File: src/rtl/lux_sample_scheduler.sv
// Periodic BH1750 request sequencer: timeout-supervised transactions, 2^AVG_LOG2 averaging,
// hysteresis roof command and fault tracking. Define LUX_SCALE_EN to output/compare lux instead of raw counts.
module lux_sample_scheduler #(
  parameter int PERIOD_CYC  = 100_000_000,
  parameter int TIMEOUT_CYC = 15_000_000,
  parameter int AVG_LOG2    = 2,
  parameter int FAIL_LIMIT  = 3
) (
  input  logic        i_clk,
  input  logic        i_rst_n,
  input  logic        i_enable,
  output logic        o_meas_req,
  input  logic        i_meas_done,
  input  logic        i_meas_err,
  input  logic [15:0] i_meas_data,
  input  logic [15:0] i_th_high,
  input  logic [15:0] i_th_low,
  output logic [15:0] o_lux_avg,
  output logic        o_avg_valid,
  output logic        o_roof_open,
  output logic        o_fault,
  output logic [7:0]  o_err_cnt
);

  localparam int ACC_W = 16 + AVG_LOG2;
  localparam int CNT_W = AVG_LOG2 + 1;
  localparam int PER_W = $clog2(PERIOD_CYC + 1);
  localparam int TMO_W = $clog2(TIMEOUT_CYC + 1);
  localparam int FL_W  = $clog2(FAIL_LIMIT + 1);
  localparam logic [PER_W-1:0] PER_LAST = PER_W'(PERIOD_CYC - 1);
  localparam logic [TMO_W-1:0] TMO_LAST = TMO_W'(TIMEOUT_CYC - 1);
  localparam logic [CNT_W-1:0] N_SAMP   = CNT_W'(2 ** AVG_LOG2);
  localparam logic [FL_W-1:0]  FL_MAX   = FL_W'(FAIL_LIMIT);

  typedef enum logic [2:0] {S_IDLE, S_WAIT_PERIOD, S_REQ, S_WAIT_DONE, S_DECIDE} state_t;

  function automatic logic [7:0] sat_inc8(input logic [7:0] v);
    return (v == 8'hFF) ? v : v + 8'd1;
  endfunction

  // Raw average -> reported value (lux = avg * 3413 / 4096 when scaling is built in)
  function automatic logic [15:0] to_output(input logic [15:0] avg);
`ifdef LUX_SCALE_EN
    return 16'(({13'd0, avg} * 29'd3413) >> 12);
`else
    return avg;
`endif
  endfunction

  state_t             r_state, w_next;
  logic [PER_W-1:0]   r_per_cnt;
  logic [TMO_W-1:0]   r_tmo_cnt;
  logic [ACC_W-1:0]   r_acc;
  logic [CNT_W-1:0]   r_cnt;
  logic [FL_W-1:0]    r_consec;
  logic [15:0]        r_lux_avg;
  logic               r_avg_valid, r_roof_open, r_fault;
  logic [7:0]         r_err_cnt;

  logic               w_req, w_succ, w_fail, w_tmo;
  logic [CNT_W-1:0]   w_cnt_inc;
  logic [FL_W-1:0]    w_consec_inc;
  logic [15:0]        w_avg, w_val;

  assign w_tmo        = (r_tmo_cnt == TMO_LAST);
  assign w_cnt_inc    = r_cnt + CNT_W'(1);
  assign w_consec_inc = (r_consec == FL_MAX) ? FL_MAX : r_consec + FL_W'(1);
  assign w_avg        = 16'(r_acc >> AVG_LOG2);
  assign w_val        = to_output(w_avg);

  always_ff @(posedge i_clk) begin
    if (!i_rst_n) r_state <= S_IDLE;
    else          r_state <= w_next;
  end

  always_comb begin
    w_next = r_state;
    w_req  = 1'b0;
    w_succ = 1'b0;
    w_fail = 1'b0;
    case (r_state)
      S_IDLE:        if (i_enable) w_next = S_WAIT_PERIOD;
      S_WAIT_PERIOD: begin
        if (!i_enable)                  w_next = S_IDLE;
        else if (r_per_cnt == PER_LAST) w_next = S_REQ;
      end
      S_REQ: begin
        w_req  = 1'b1;
        w_next = S_WAIT_DONE;
      end
      S_WAIT_DONE: begin
        // err beats timeout beats done
        if (i_meas_err || w_tmo) w_fail = 1'b1;
        else if (i_meas_done)    w_succ = 1'b1;
        if (w_fail || w_succ) begin
          if (!i_enable)                         w_next = S_IDLE;
          else if (w_succ && w_cnt_inc == N_SAMP) w_next = S_DECIDE;
          else                                   w_next = S_WAIT_PERIOD;
        end
      end
      S_DECIDE:      w_next = i_enable ? S_WAIT_PERIOD : S_IDLE;
      default:       w_next = S_IDLE;
    endcase
  end

  always_ff @(posedge i_clk) begin
    if (!i_rst_n) begin
      r_per_cnt   <= '0;
      r_tmo_cnt   <= '0;
      r_acc       <= '0;
      r_cnt       <= '0;
      r_consec    <= '0;
      r_lux_avg   <= '0;
      r_avg_valid <= 1'b0;
      r_roof_open <= 1'b0;
      r_fault     <= 1'b0;
      r_err_cnt   <= '0;
    end else begin
      r_avg_valid <= 1'b0;
      r_per_cnt   <= (r_state == S_WAIT_PERIOD) ? r_per_cnt + PER_W'(1) : '0;
      r_tmo_cnt   <= (r_state == S_WAIT_DONE)   ? r_tmo_cnt + TMO_W'(1) : '0;
      if (r_state == S_IDLE) begin
        r_acc <= '0;
        r_cnt <= '0;
      end
      if (w_succ) begin
        r_acc    <= r_acc + ACC_W'(i_meas_data);
        r_cnt    <= w_cnt_inc;
        r_consec <= '0;
        r_fault  <= 1'b0;
      end
      if (w_fail) begin
        r_err_cnt <= sat_inc8(r_err_cnt);
        r_consec  <= w_consec_inc;
        if (w_consec_inc == FL_MAX) begin
          r_fault     <= 1'b1;
          r_roof_open <= 1'b0;
        end
      end
      // Thresholds are only looked at here; a misordered pair leaves the roof where it is
      if (r_state == S_DECIDE) begin
        r_lux_avg   <= w_val;
        r_avg_valid <= 1'b1;
        r_acc       <= '0;
        r_cnt       <= '0;
        if (r_fault) r_roof_open <= 1'b0;
        else if (i_th_low < i_th_high) begin
          if (w_val >= i_th_high)     r_roof_open <= 1'b1;
          else if (w_val <= i_th_low) r_roof_open <= 1'b0;
        end
      end
    end
  end

  assign o_meas_req  = w_req;
  assign o_lux_avg   = r_lux_avg;
  assign o_avg_valid = r_avg_valid;
  assign o_roof_open = r_roof_open;
  assign o_fault     = r_fault;
  assign o_err_cnt   = r_err_cnt;

endmodule

File: config.mk
export PLATFORM = sky130hd
export DESIGN_NAME = lux_sample_scheduler
export DESIGN_NICKNAME = d
export VERILOG_FILES = /design/src/rtl/lux_sample_scheduler.sv
export SDC_FILE = /design/constraint.sdc
export NUM_CORES = 1
export LEC_CHECK = 0
export BUFFER_PORTS_ARGS = -buffer_cell sky130_fd_sc_hd__buf_2
export CAP_MARGIN = 30
export CELL_PAD_IN_SITES_DETAIL_PLACEMENT = 1
export CELL_PAD_IN_SITES_GLOBAL_PLACEMENT = 2
export CORE_UTILIZATION = 38
export CTS_CLUSTER_DIAMETER = 200
export DETAILED_ROUTE_END_ITERATION = 8
export PLACE_DENSITY_LB_ADDON = 0.1
export SYNTH_ARGS = -nofsm -noshare
export SYNTH_HDL_FRONTEND = slang
export SYNTH_SLANG_ARGS = --single-unit
File: constraint.sdc
create_clock -name i_clk -period 3.5 [get_ports i_clk]
set_input_delay 0.7 -clock i_clk [delete_from_list [all_inputs] [get_ports i_clk]]
set_output_delay 0.7 -clock i_clk [all_outputs]
set_load 0.01 [all_outputs]
======== Yosys cells after proc, flatten, opt, wreduce, memory -nomap -nowiden ========
Index checks and enable logic that the tools add are counted.
W data, S select, Z words.
word-level totals
  bits in registers ....................... 104
  bits of input ports ..................... 53
  output and inout port bits .............. 28
  word-level logic and storage cells ...... 80
operators by class
  add/sub/neg operators ................... 6
  $lt $le $gt $ge ......................... 3
  equal/unequal tests ..................... 13
  muxes and demuxes ....................... 34
  bitwise operators ....................... 2
  reductions and logical operators ........ 11
operators with widths
  operator                 number
  $mux W18                 2
  $add A27 B1 Y27 const B  1
  $eq A27 B27 Y1 const B   1
  $add A24 B1 Y24 const B  1
  $eq A24 B24 Y1 const B   1
  $mux W3                  8
  $mux W1                  20
  $add A18 B16 Y18         1
  $ge A16 B16 Y1           1
  $le A16 B16 Y1           1
  $lt A16 B16 Y1           1
  $pmux W3 S5              1
  $add A8 B1 Y8 const B    1
  $eq A8 B8 Y1 const B     1
  $eq A3 B2 Y1 const B     2
  $eq A3 B3 Y1 const B     2
  $mux W2                  3
  $reduce_and A2 Y1        3
  $eq A2 B2 Y1 const B     2
  $ne A2 B2 Y1 const B     2
  $reduce_bool A2 Y1       2
  $add A3 B1 Y3 const B    1
  $eq A3 B1 Y1 const B     1
  $logic_not A3 Y1         1
  other kinds (7)          9

======== Longest topological paths before layout ========
Gate-level depths: netlist of the first run.
  depth after elaboration ................. 11
  mapped depth ............................ 9
  gate-level depth less buffers ........... 9

======== Worst setup path after synthesis of the first run ========
OpenSTA, ideal clock, no wires.
  path kind ............................... input to register
  start ................................... input i_meas_data[0]
  end ..................................... register r_acc[14]
  setup time .............................. 0.062 ns
  arrival time ............................ 2.353 ns
  required time ........................... 3.438 ns
  slack ................................... 1.085 ns
  stages .................................. 9
  path buffers ............................ 0
  path through ............................ ha_1 inv_1 fa_1 nor2b_1 o31a_1 o211ai_2 o211a_1 or3_1 nand3_1
on the way
  word-level cells in the longest chain between the ends .. 2
RTL lines
  item                  RTL line  text
  start, declared       15        input logic [15:0] i_meas_data,
  $add A18 B16 Y18      127       r_acc <= r_acc + ACC_W'(i_meas_data);
  $mux W18              126       if (w_succ) begin
  end signal, assigned  127
  end, declared         53        logic [ACC_W-1:0] r_acc;
Every way passes these cells.
A chain may end at the register's enable or synchronous reset.

======== Worst setup path in the final report of the first run ========
  start ................................... register r_tmo_cnt[0]
  end ..................................... register r_cnt[2]
on the way
  word-level cells in the longest chain between the ends .. 6
  elaborated cells between the ends (all ways) .. 7
  those cells by class .................... 1 x eq/ne; 4 x mux; 2 x reduce/logical
RTL lines
  item                                           RTL line  text
  start, declared                                52        logic [TMO_W-1:0] r_tmo_cnt;
  start signal, assigned                         121       r_tmo_cnt <= (r_state == S_WAIT_DONE) ? r_tmo_cnt + TMO_W'(1) : '0;
  $eq A24 B24 Y1 *                               65        assign w_tmo = (r_tmo_cnt == TMO_LAST);
  $logic_or A1 B1 Y1 *                           93        if (i_meas_err || w_tmo) w_fail = 1'b1;
  $mux W1 *                                      93
  $mux W1 * (2 in a row)                         81        case (r_state)
  $mux W3 or $reduce_bool A2 Y1 (tied branches)  -
  end signal, assigned                           128       r_cnt <= w_cnt_inc;
  end, declared                                  54        logic [CNT_W-1:0] r_cnt;
Every way passes the cells marked *; elsewhere a longest branch is shown, timed or not. The select of a mux whose other input is x is not followed.

==> impl_metrics.py, run 1 <==
metrics = {
    "outcome": {
        "run_status": "finished clean",
    },
    "clock_tree": {
        "cts_num_sinks": 104,
        "htree_levels": 3,
        "cts-root-to-sink-buffers": 2,
        "cts_buffers": 9,
        "cts_root_buffer": "clkbuf_16",
        "cts_tree": "yes",
        "clock_insertion_delay_worst_skew_ps": 350,
        "ctsHoldBuffers": 0,
        "cts_setup_buffers": 0,
        "postCtsResizedCells": 0,
        "clk_pin_slew_ps": 80,
    },
    "logic_synthesis": {
        "synthesis.instances": 733,
        "syn_nets": 855,
        "part_of_the_yosys_area_used_for_sequential_elements_pct": 33.2,
        "synth.avg_cell_area_um2": 8.56,
        "yosysWarnings": 0,
        "synth_enable_flop_cells": 0,
        "postSynthRegisterBits": 104,
        "synth.distinct_cells": 61,
        "postSynth.asyncResetShare_pct": 0,
        "dominantRegCellSynth": "dfxtp_1",
        "syn-cell-area_um2": 6280,
    },
    "final_layout": {
        "filler_free_cell_count_of_the_finished_design": 1027,
        "drive_gt1_share_pct": 14.7,
        "n_fill_cell": 1987,
        "multi_input_gate_area_in_the_final_layout_um2": 3930,
        "register_area_um2": 2080,
        "num-nets-final": 928,
        "final_area_um2": 7170,
        "num_antenna_cells": 0,
        "area.growth.synth_to_final_pct": 14.3,
    },
    "setup_path": {
        "critical_path_arrival_ps": 2750,
        "critPathLaunch": "r_tmo_cnt[0]",
        "critPathCapture": "r_cnt[2]",
        "timing.reg2reg.setup_slack_ps": 1030,
        "start_kind": "flip-flop",
        "rr_worst_depth": 8,
        "timing.critical_path.required_ps": 3780,
        "worst_r2r_startpoint": "r_tmo_cnt[0]",
        "worst_path_fanout_max": 10,
        "reg2reg_to": "r_cnt[2]",
        "critPathKind": "flip-flop to flip-flop",
        "critical_path.endpoint_type": "flip-flop",
    },
    "sta": {
        "layout_worst_path_cycle_share_pct": 70.6,
        "report.final.hold_viol_count": 0,
        "max_slew.worst_pin.slew_ps": 846,
        "worst_clock_skew_ps": 7.00,
        "max_slew_violation_count": 0,
        "setup_viol": 0,
        "hold_ws_ps": 475,
        "worst_slew_margin_rel_pct": 43.6,
        "rsz0062_at_grt": "false",
        "finalSetupTns_ps": 0,
        "fmax_mhz": 405,
        "finalCriticalPeriod_ps": 2470,
    },
    "die": {
        "die_w_um": 131,
        "die_height_um": 131,
        "floorplan.rows": 46,
        "start_util_pct": 39.2,
        "fp.coreArea_um2": 16000,
        "fp.dieArea_um2": 17000,
        "design.portCount": 81,
    },
    "global_route": {
        "antenna_found_initial": 0,
        "wire_length_of_the_first_global_routing_pass_mm": 27.9,
        "grt.total_usage_pct": 20.7,
        "grt_pass1_vias": 5788,
        "largest_net_degree_at_the_start_of_global_routing": 28,
        "grt.overflow.total": 0,
    },
    "power_and_ir_drop": {
        "vdd_drop_max_uv": 262,
        "power.density_nw_per_um2": 329,
        "power.leakage_uw": 0.00313,
    },
    "place": {
        "place_congestion": 0.882,
        "detailedPlacementHpwl_mm": 13.2,
        "place_inst": 1011,
        "portBuffers": 80,
        "dpl-instance-area_um2": 6890,
    },
    "route": {
        "antenna_violating_nets_post_route": 0,
        "viasPerCell": 5.39,
        "drc": 0,
        "routed_wirelength_mm": 16.8,
        "firstDrtPassIters": 5,
        "drt_iter0_drc": 178,
        "route.vias.total": 5532,
        "route.detailed.wl_per_inst_um": 16.3,
    },
    "min_path": {
        "timing.hold.worst.class": "flip-flop to flip-flop",
    },
    "job": {
        "max_cap_violations": 0,
    },
}
## power by group
| group | internal [uW] | switching (uW) | leakage [uW] |
|---|---|---|---|
| Sequential | 1180 | 4.11 | 0.000838 |
| Clock | 500 | 497 | 0.000141 |
| Combinational | 72.4 | 104 | 0.00215 |
| Total | 1760 | 605 | 0.00313 |
## critical path: stages, from the launching register on
cell and delay (ps):
dfxtp_1 390, ha_1 210, and3_1 260, nand4_1 180, o21ai_1 680, buf_4 310, and2_1 160, o21ai_0 90
a21oi_1 120
## synthesized netlist by cell type, types with 4 or more instances
master / number / area (um^2)
a211oi_1: 6 / 45.0
a21o_1: 10 / 75.1
a21oi_1: 39 / 195
a22o_1: 16 / 140
a31oi_1: 4 / 25.0
and2_1: 18 / 113
and3_1: 20 / 125
and4_1: 5 / 43.8
buf_2: 5 / 25.0
clkbuf_1: 18 / 67.6
dfxtp_1: 104 / 2080
ha_1: 68 / 851
inv_1: 39 / 146
nand2_1: 39 / 146
nand2b_1: 4 / 25.0
nand3_1: 46 / 230
nand4_1: 25 / 156
nor2_1: 71 / 267
nor2b_1: 4 / 25.0
nor3_1: 14 / 70.1
o211ai_1: 6 / 45.0
o21a_1: 8 / 60.1
o21ai_0: 40 / 200
or3_1: 12 / 75.1
xnor2_1: 20 / 175
xor2_1: 37 / 324
## sequential cells by signal, indices dropped and copies added, names as in the netlist
signal / flops
o_lux_avg: 16
r_per_cnt: 27
r_acc: 18
o_err_cnt: 8
o_avg_valid: 1
r_state: 3
r_tmo_cnt: 24
o_roof_open: 1
o_fault: 1
r_consec: 2
r_cnt: 3
## logic make-up after synthesis
logic type                 Yosys count  synth area share [%]
AOI/OAI and AO/OA                  151                  15.7
and+or+nand+nor                    286                  24.8
adders and majority gates           69                  13.9
muxes                                2                 0.319
DFF                                104                  33.2
xor gates and xnor gates            57                  7.95
buffers and inverters               64                  4.17
## cell type report
cell class / count / area share (%)
multi-input cells: 565 / 54.8
flip-flops and latches: 104 / 29.0
repair buffers: 87 / 6.32
well taps: 216 / 3.77
clock buffers: 9 / 3.14
inverters: 39 / 2.04
clock inverters: 7 / 0.855
## stage by stage
step	setup slack, ps	utilization, %	total power [uW]
2_1_floorplan	1080	-	1320
3_3_place_gp	861	43.0	1380
3_5_place_dp	808	43.0	1390
4_1_cts	1010	44.8	2400
5_1_grt	842	44.8	2470
6_report	1030	44.8	2360
## routing by layer
metal  share of wire (%)  vias to the layer above  global-route usage [%]
met2                  49                       74                    37.4
met1                  48                     2670                    26.1
met5                   0                        -                       0
li1                    -                     2777                       -
met3                 2.6                       11                    3.01
met4                0.72                        0                    3.92
## worst min-delay path by stage
stage | start | end | slack [ps] | depth (start not counted)
2_1_floorplan | r_tmo_cnt[0] | r_tmo_cnt[0] | 440 | 1
3_3_place_gp | r_tmo_cnt[0] | r_tmo_cnt[0] | 460 | 1
3_5_place_dp | o_lux_avg[14] | o_lux_avg[14] | 460 | 1
4_1_cts | r_per_cnt[0] | r_per_cnt[0] | 480 | 1
5_1_grt | o_lux_avg[4] | o_lux_avg[4] | 510 | 1
6_report | o_lux_avg[14] | o_lux_avg[14] | 480 | 1
## cell usage in the layout, fill, tap and decap left out, types with 4 or more instances in the layout
master / n
a211oi_1: 6
a21o_1: 10
a21oi_1: 39
a22o_1: 16
a31oi_1: 4
and2_1: 18
and3_1: 20
and4_1: 5
buf_2: 80
buf_4: 7
clkbuf_16: 9
dfxtp_1: 104
ha_1: 68
inv_1: 39
nand2_1: 39
nand2b_1: 4
nand3_1: 46
nand4_1: 25
nor2_1: 71
nor2b_1: 4
nor3_1: 14
o211ai_1: 6
o21a_1: 8
o21ai_0: 40
or3_1: 12
xnor2_1: 20
xor2_1: 37
No activity file was read; power rests on OpenSTA's default activity.
==> inputs of run 2 (changes only) <==
- CORE_UTILIZATION: 38 -> 35
- clock period: 3.5 -> 2.4 ns (I/O delays scaled with it)
==> run 2 against run 1 <==
Register-to-register slack lost 870 ps; worst hold slack lost 59 ps; sequential power grew 45%; core utilization shrank 2.7 points; count of clock-buffer cells in the layout grew 4; critical path depth grew 1; via count grew 0.80%; non-clock buffer count grew 19; maximum frequency grew 10%; critical path type unchanged; sequential cell count is the same; sequential share of layout area shrank 0.62 points.
==> impl_metrics.py, run 2 (same netlist as run 1, synthesis figures left out) <==
metrics = {
    "die": {
        "fp.coreArea_um2": 17400,
        "die_w_um": 136,
        "design.portCount": 81,
        "fp.dieArea_um2": 18500,
        "start_util_pct": 36.0,
        "die_height_um": 136,
        "floorplan.rows": 48,
    },
    "final_layout": {
        "area.growth.synth_to_final_pct": 16.8,
        "top_regs": "r_per_cnt: 27 flops, r_tmo_cnt: 24 flops, r_acc: 18 flops",
        "layout.cells.most_common_list": "dfxtp_1 (104), buf_2 (80), nor2_1 (71), ha_1 (68), nand3_1 (46)",
        "num-nets-final": 947,
        "register_area_um2": 2080,
        "num_antenna_cells": 0,
        "number_of_flip_flops_in_the_largest_register": 27,
        "layout.cells.most_common": "dfxtp_1",
        "multi_input_gate_area_in_the_final_layout_um2": 3940,
        "largest_register": "r_per_cnt",
        "drive_gt1_share_pct": 16.4,
        "final_area_um2": 7330,
        "n_fill_cell": 2112,
    },
    "min_path": {
        "timing.hold.worst.class": "primary input to flip-flop",
    },
    "sta": {
        "max_slew.worst_pin.slew_ps": 751,
        "rsz0062_at_grt": "false",
        "finalSetupTns_ps": 0,
        "worst_slew_margin_rel_pct": 49.6,
        "setup_viol": 0,
        "fmax_mhz": 447,
        "report.final.hold_viol_count": 0,
        "max_slew_violation_count": 0,
        "layout_worst_path_cycle_share_pct": 93.2,
        "finalCriticalPeriod_ps": 2240,
        "worst_clock_skew_ps": 10.2,
    },
    "place": {
        "dpl-instance-area_um2": 7060,
        "place_congestion": 0.859,
        "detailedPlacementHpwl_mm": 13.6,
        "portBuffers": 80,
    },
    "clock_tree": {
        "ctsHoldBuffers": 0,
        "htree_levels": 3,
        "cts_tree": "yes",
        "clk_pin_slew_ps": 70,
        "cts_setup_buffers": 0,
        "clock_insertion_delay_worst_skew_ps": 350,
        "cts_buffers": 9,
        "cts-root-to-sink-buffers": 2,
        "cts_num_sinks": 104,
        "cts_root_buffer": "clkbuf_16",
        "postCtsResizedCells": 0,
    },
    "global_route": {
        "grt.overflow.total": 0,
        "grt_pass1_vias": 5738,
        "grt.total_usage_pct": 19.0,
        "largest_net_degree_at_the_start_of_global_routing": 28,
        "wire_length_of_the_first_global_routing_pass_mm": 27.9,
        "antenna_found_initial": 0,
    },
    "route": {
        "drc": 0,
        "viasPerCell": 5.29,
        "antenna_violating_nets_post_route": 0,
        "route.vias.total": 5576,
        "route.detailed.wl_per_inst_um": 16.2,
        "firstDrtPassIters": 5,
        "routed_wirelength_mm": 17.1,
        "drt_iter0_drc": 137,
    },
    "setup_path": {
        "timing.critical_path.required_ps": 2700,
        "start_kind": "flip-flop",
        "worst_path_fanout_max": 4,
        "critical_path_arrival_ps": 2530,
        "critical_path.endpoint_type": "flip-flop",
        "critPathKind": "flip-flop to flip-flop",
    },
    "power_and_ir_drop": {
        "power.density_nw_per_um2": 465,
        "finalPower_uw": 3410,
        "sequentialPowerShare_pct": 50.8,
        "switchingPower_uw": 809,
        "power.leakage_uw": 0.00322,
        "comb_power_share_pct": 8.0,
        "vdd_drop_max_uv": 345,
        "internal-power_uw": 2600,
        "sw_frac_of_total_pct": 23.7,
        "clock_power_share_pct": 41.2,
    },
    "job": {
        "max_cap_violations": 0,
    },
    "outcome": {
        "run_status": "finished clean",
    },
}
run 2: changes by cell type in the layout (fill, tap and decap cells not counted), sizes merged:
cell,delta
buf,+19
clkbuf,+4
inv,-4
clkinvlp,-1
run 2: power by group through the flow:
stage / logic [uW] / clock network (uW) / registers (uW)
after global routing: 310 / 1520 / 1730
after floorplan: 160 / 0 / 1770
after global placement: 264 / 0 / 1770
after CTS: 277 / 1470 / 1730
after detailed placement: 275 / 0 / 1770
final: 273 / 1400 / 1730
run 2: routing by layer:
layer	track usage [%]	wire length (um)
met3	3.17	551
met4	5.56	237
met5	0	0
met2	34.0	8280
met1	23.3	7990
run 2: stage by stage:
stage / hold WS [ps] / util, % / worst slack (ps) / std cells
detailed placement: 463 / 40.5 / -67.5 / 1039
CTS: 409 / 42.1 / 142 / 1054
finish: 417 / 42.1 / 164 / 1054
global placement: 452 / 40.5 / -17.5 / 1039
global route: 429 / 42.1 / 10.7 / 1054
floorplan: 437 / - / 205 / 733
run 2: cell type report:
cell class | count | area share (%)
repair buffers | 106 | 8.30
flip-flops and latches | 104 | 28.4
clock inverters | 2 | 0.188
multi-input cells | 565 | 53.7
inverters | 39 | 2.00
well taps | 225 | 3.84
clock buffers | 13 | 3.55
run 2: worst max-delay path, stage by stage, from the launching register on:
cell and delay, ps:
dfxtp_1 330, ha_1 180, inv_1 60, fa_1 400, nor2b_1 150, o31a_1 240
o211ai_2 140, o211a_1 240, or3_1 370, nand3_1 80
run 2: worst paths after layout:
kind	start	end	cells after the start	slack, ps
worst max-delay path	r_acc[0]	r_acc[14]	9	160
worst min-delay path	i_rst_n	r_consec[1]	2	420
worst max register to register	r_acc[0]	r_acc[14]	9	160
worst min register to register	r_tmo_cnt[0]	r_tmo_cnt[0]	1	470
==> inputs of run 3 (changes only) <==
- CELL_PAD_IN_SITES_DETAIL_PLACEMENT: 1 -> 0
==> run 3 against run 2 <==
Die area unchanged; combinational power shrank 3%; sequential share of layout area hardly changed; global-route usage decreased by 1.8 points; worst hold slack worse by 8.4 ps; final cell count is the same; largest cell class unchanged; highest routed layer unchanged.
==> impl_metrics.py, run 3 (same netlist as run 1, synthesis figures left out) <==
metrics = {
    "setup_path": {
        "reg2reg_to": "r_acc[14]",
        "critPathKind": "flip-flop to flip-flop",
        "rr_worst_depth": 9,
        "timing.reg2reg.setup_slack_ps": 180,
        "timing.critical_path.required_ps": 2700,
        "start_kind": "flip-flop",
        "critical_path.endpoint_type": "flip-flop",
        "worst_r2r_startpoint": "r_acc[0]",
        "worst_path_fanout_max": 4,
        "critical_path_arrival_ps": 2510,
        "critPathLaunch": "r_acc[0]",
    },
    "power_and_ir_drop": {
        "power.leakage_uw": 0.00322,
        "vdd_drop_max_uv": 350,
        "finalPower_uw": 3380,
        "power.density_nw_per_um2": 461,
    },
    "die": {
        "die_w_um": 136,
        "start_util_pct": 36.0,
        "die_height_um": 136,
        "design.portCount": 81,
        "fp.dieArea_um2": 18500,
        "fp.coreArea_um2": 17400,
        "floorplan.rows": 48,
    },
    "sta": {
        "rsz0062_at_grt": "false",
        "max_slew.worst_pin.slew_ps": 700,
        "finalSetupTns_ps": 0,
        "setup_viol": 0,
        "report.final.hold_viol_count": 0,
        "fin_ws_ps": 183,
        "fmax_mhz": 451,
        "worst_slew_margin_rel_pct": 53.0,
        "hold_ws_ps": 408,
        "max_slew_violation_count": 0,
        "worst_clock_skew_ps": 8.12,
        "finalCriticalPeriod_ps": 2220,
        "layout_worst_path_cycle_share_pct": 92.4,
    },
    "min_path": {
        "hp-start": "i_rst_n",
        "timing.hold.worst.class": "primary input to flip-flop",
        "endpoint_worst_hold": "r_consec[1]",
        "hold_depth": 2,
    },
    "route": {
        "antenna_violating_nets_post_route": 0,
        "drc": 0,
        "routed_wirelength_mm": 15.7,
        "route.detailed.wl_per_inst_um": 14.9,
        "route.vias.total": 5499,
        "viasPerCell": 5.22,
        "firstDrtPassIters": 6,
        "drt_iter0_drc": 201,
    },
    "place": {
        "portBuffers": 80,
        "place_congestion": 0.859,
        "dpl_worst_slack_ps": -47.9,
        "detailedPlacementHpwl_mm": 12.3,
    },
    "clock_tree": {
        "htree_levels": 3,
        "ctsHoldBuffers": 0,
        "clk_pin_slew_ps": 70,
        "cts_buffers": 9,
        "postCtsResizedCells": 0,
        "cts_root_buffer": "clkbuf_16",
        "cts_tree": "yes",
        "cts_num_sinks": 104,
        "cts-root-to-sink-buffers": 2,
        "cts_setup_buffers": 0,
        "clock_insertion_delay_worst_skew_ps": 350,
    },
    "global_route": {
        "grt.overflow.total": 0,
        "grt_pass1_vias": 5174,
        "wire_length_of_the_first_global_routing_pass_mm": 25.0,
        "largest_net_degree_at_the_start_of_global_routing": 28,
        "grt.total_usage_pct": 17.3,
        "antenna_found_initial": 0,
    },
    "final_layout": {
        "post-route-util_pct": 42.1,
        "largest_register": "r_per_cnt",
        "drive_gt1_share_pct": 16.6,
        "num_antenna_cells": 0,
        "n_fill_cell": 1762,
        "number_of_flip_flops_in_the_largest_register": 27,
        "area.growth.synth_to_final_pct": 16.7,
        "layout.cells.most_common": "dfxtp_1",
        "layout.cells.most_common_list": "dfxtp_1 (104), buf_2 (80), nor2_1 (71), ha_1 (68), nand3_1 (46)",
        "num-nets-final": 947,
        "top_regs": "r_per_cnt: 27 flops, r_tmo_cnt: 24 flops, r_acc: 18 flops",
    },
    "outcome": {
        "run_status": "finished clean",
    },
    "job": {
        "max_cap_violations": 0,
    },
}
run 3: cell count changes in the layout (fill, tap and decap cells not counted):
cell and change:
clkbuf_1 -2, clkbuf_8 -1, clkinv_2 +1, clkinv_4 +1, clkinvlp_4 +2, inv_6 -1
run 3: final cells by class:
type / instances / area [um^2] / area share [%]
Inverter: 39 / 146 / 2.00
Multi-Input combinational cell: 565 / 3940 / 53.7
Clock inverter: 5 / 33.8 / 0.461
Timing Repair Buffer: 106 / 608 / 8.30
Clock buffer: 10 / 239 / 3.26
Sequential cell: 104 / 2080 / 28.4
Tap cell: 225 / 282 / 3.84
run 3: worst max path at each step:
stage	to	slack [ps]	cells past startpoint
global placement	r_acc[14]	-20	10
CTS	r_acc[14]	160	9
floorplan	r_acc[14]	200	9
finish	r_acc[14]	180	9
detailed placement	r_acc[14]	-50	10
global route	r_acc[14]	0.4	9
run 3: critical path, stage by stage (launching register included):
cell and delay, ps:
dfxtp_1 330, ha_1 160, inv_1 60, fa_1 390, nor2b_1 150, o31a_1 250, o211ai_2 140, o211a_1 240
or3_1 370, nand3_1 80
run 3: metrics by stage:
step | instances | instance area (um^2)
after floorplan | 733 | 6280
after global placement | 1039 | 7060
after detailed placement | 1039 | 7060
after CTS | 1054 | 7330
after global routing | 1054 | 7330
final | 1054 | 7330
run 3: power by group:
part / total (uW) / switching [uW] / internal, uW
clock: 1380 / 658 / 724
combinational: 266 / 152 / 115
sequential: 1730 / 5.78 / 1730
run 3: routing by layer:
metal	part of all wire (%)	GRT usage (%)	vias up
li1	-	-	2825
met1	48	22.3	2560
met2	47	29.4	99
met3	3.6	2.57	15
met4	1.3	5.43	0
met5	0	0	-
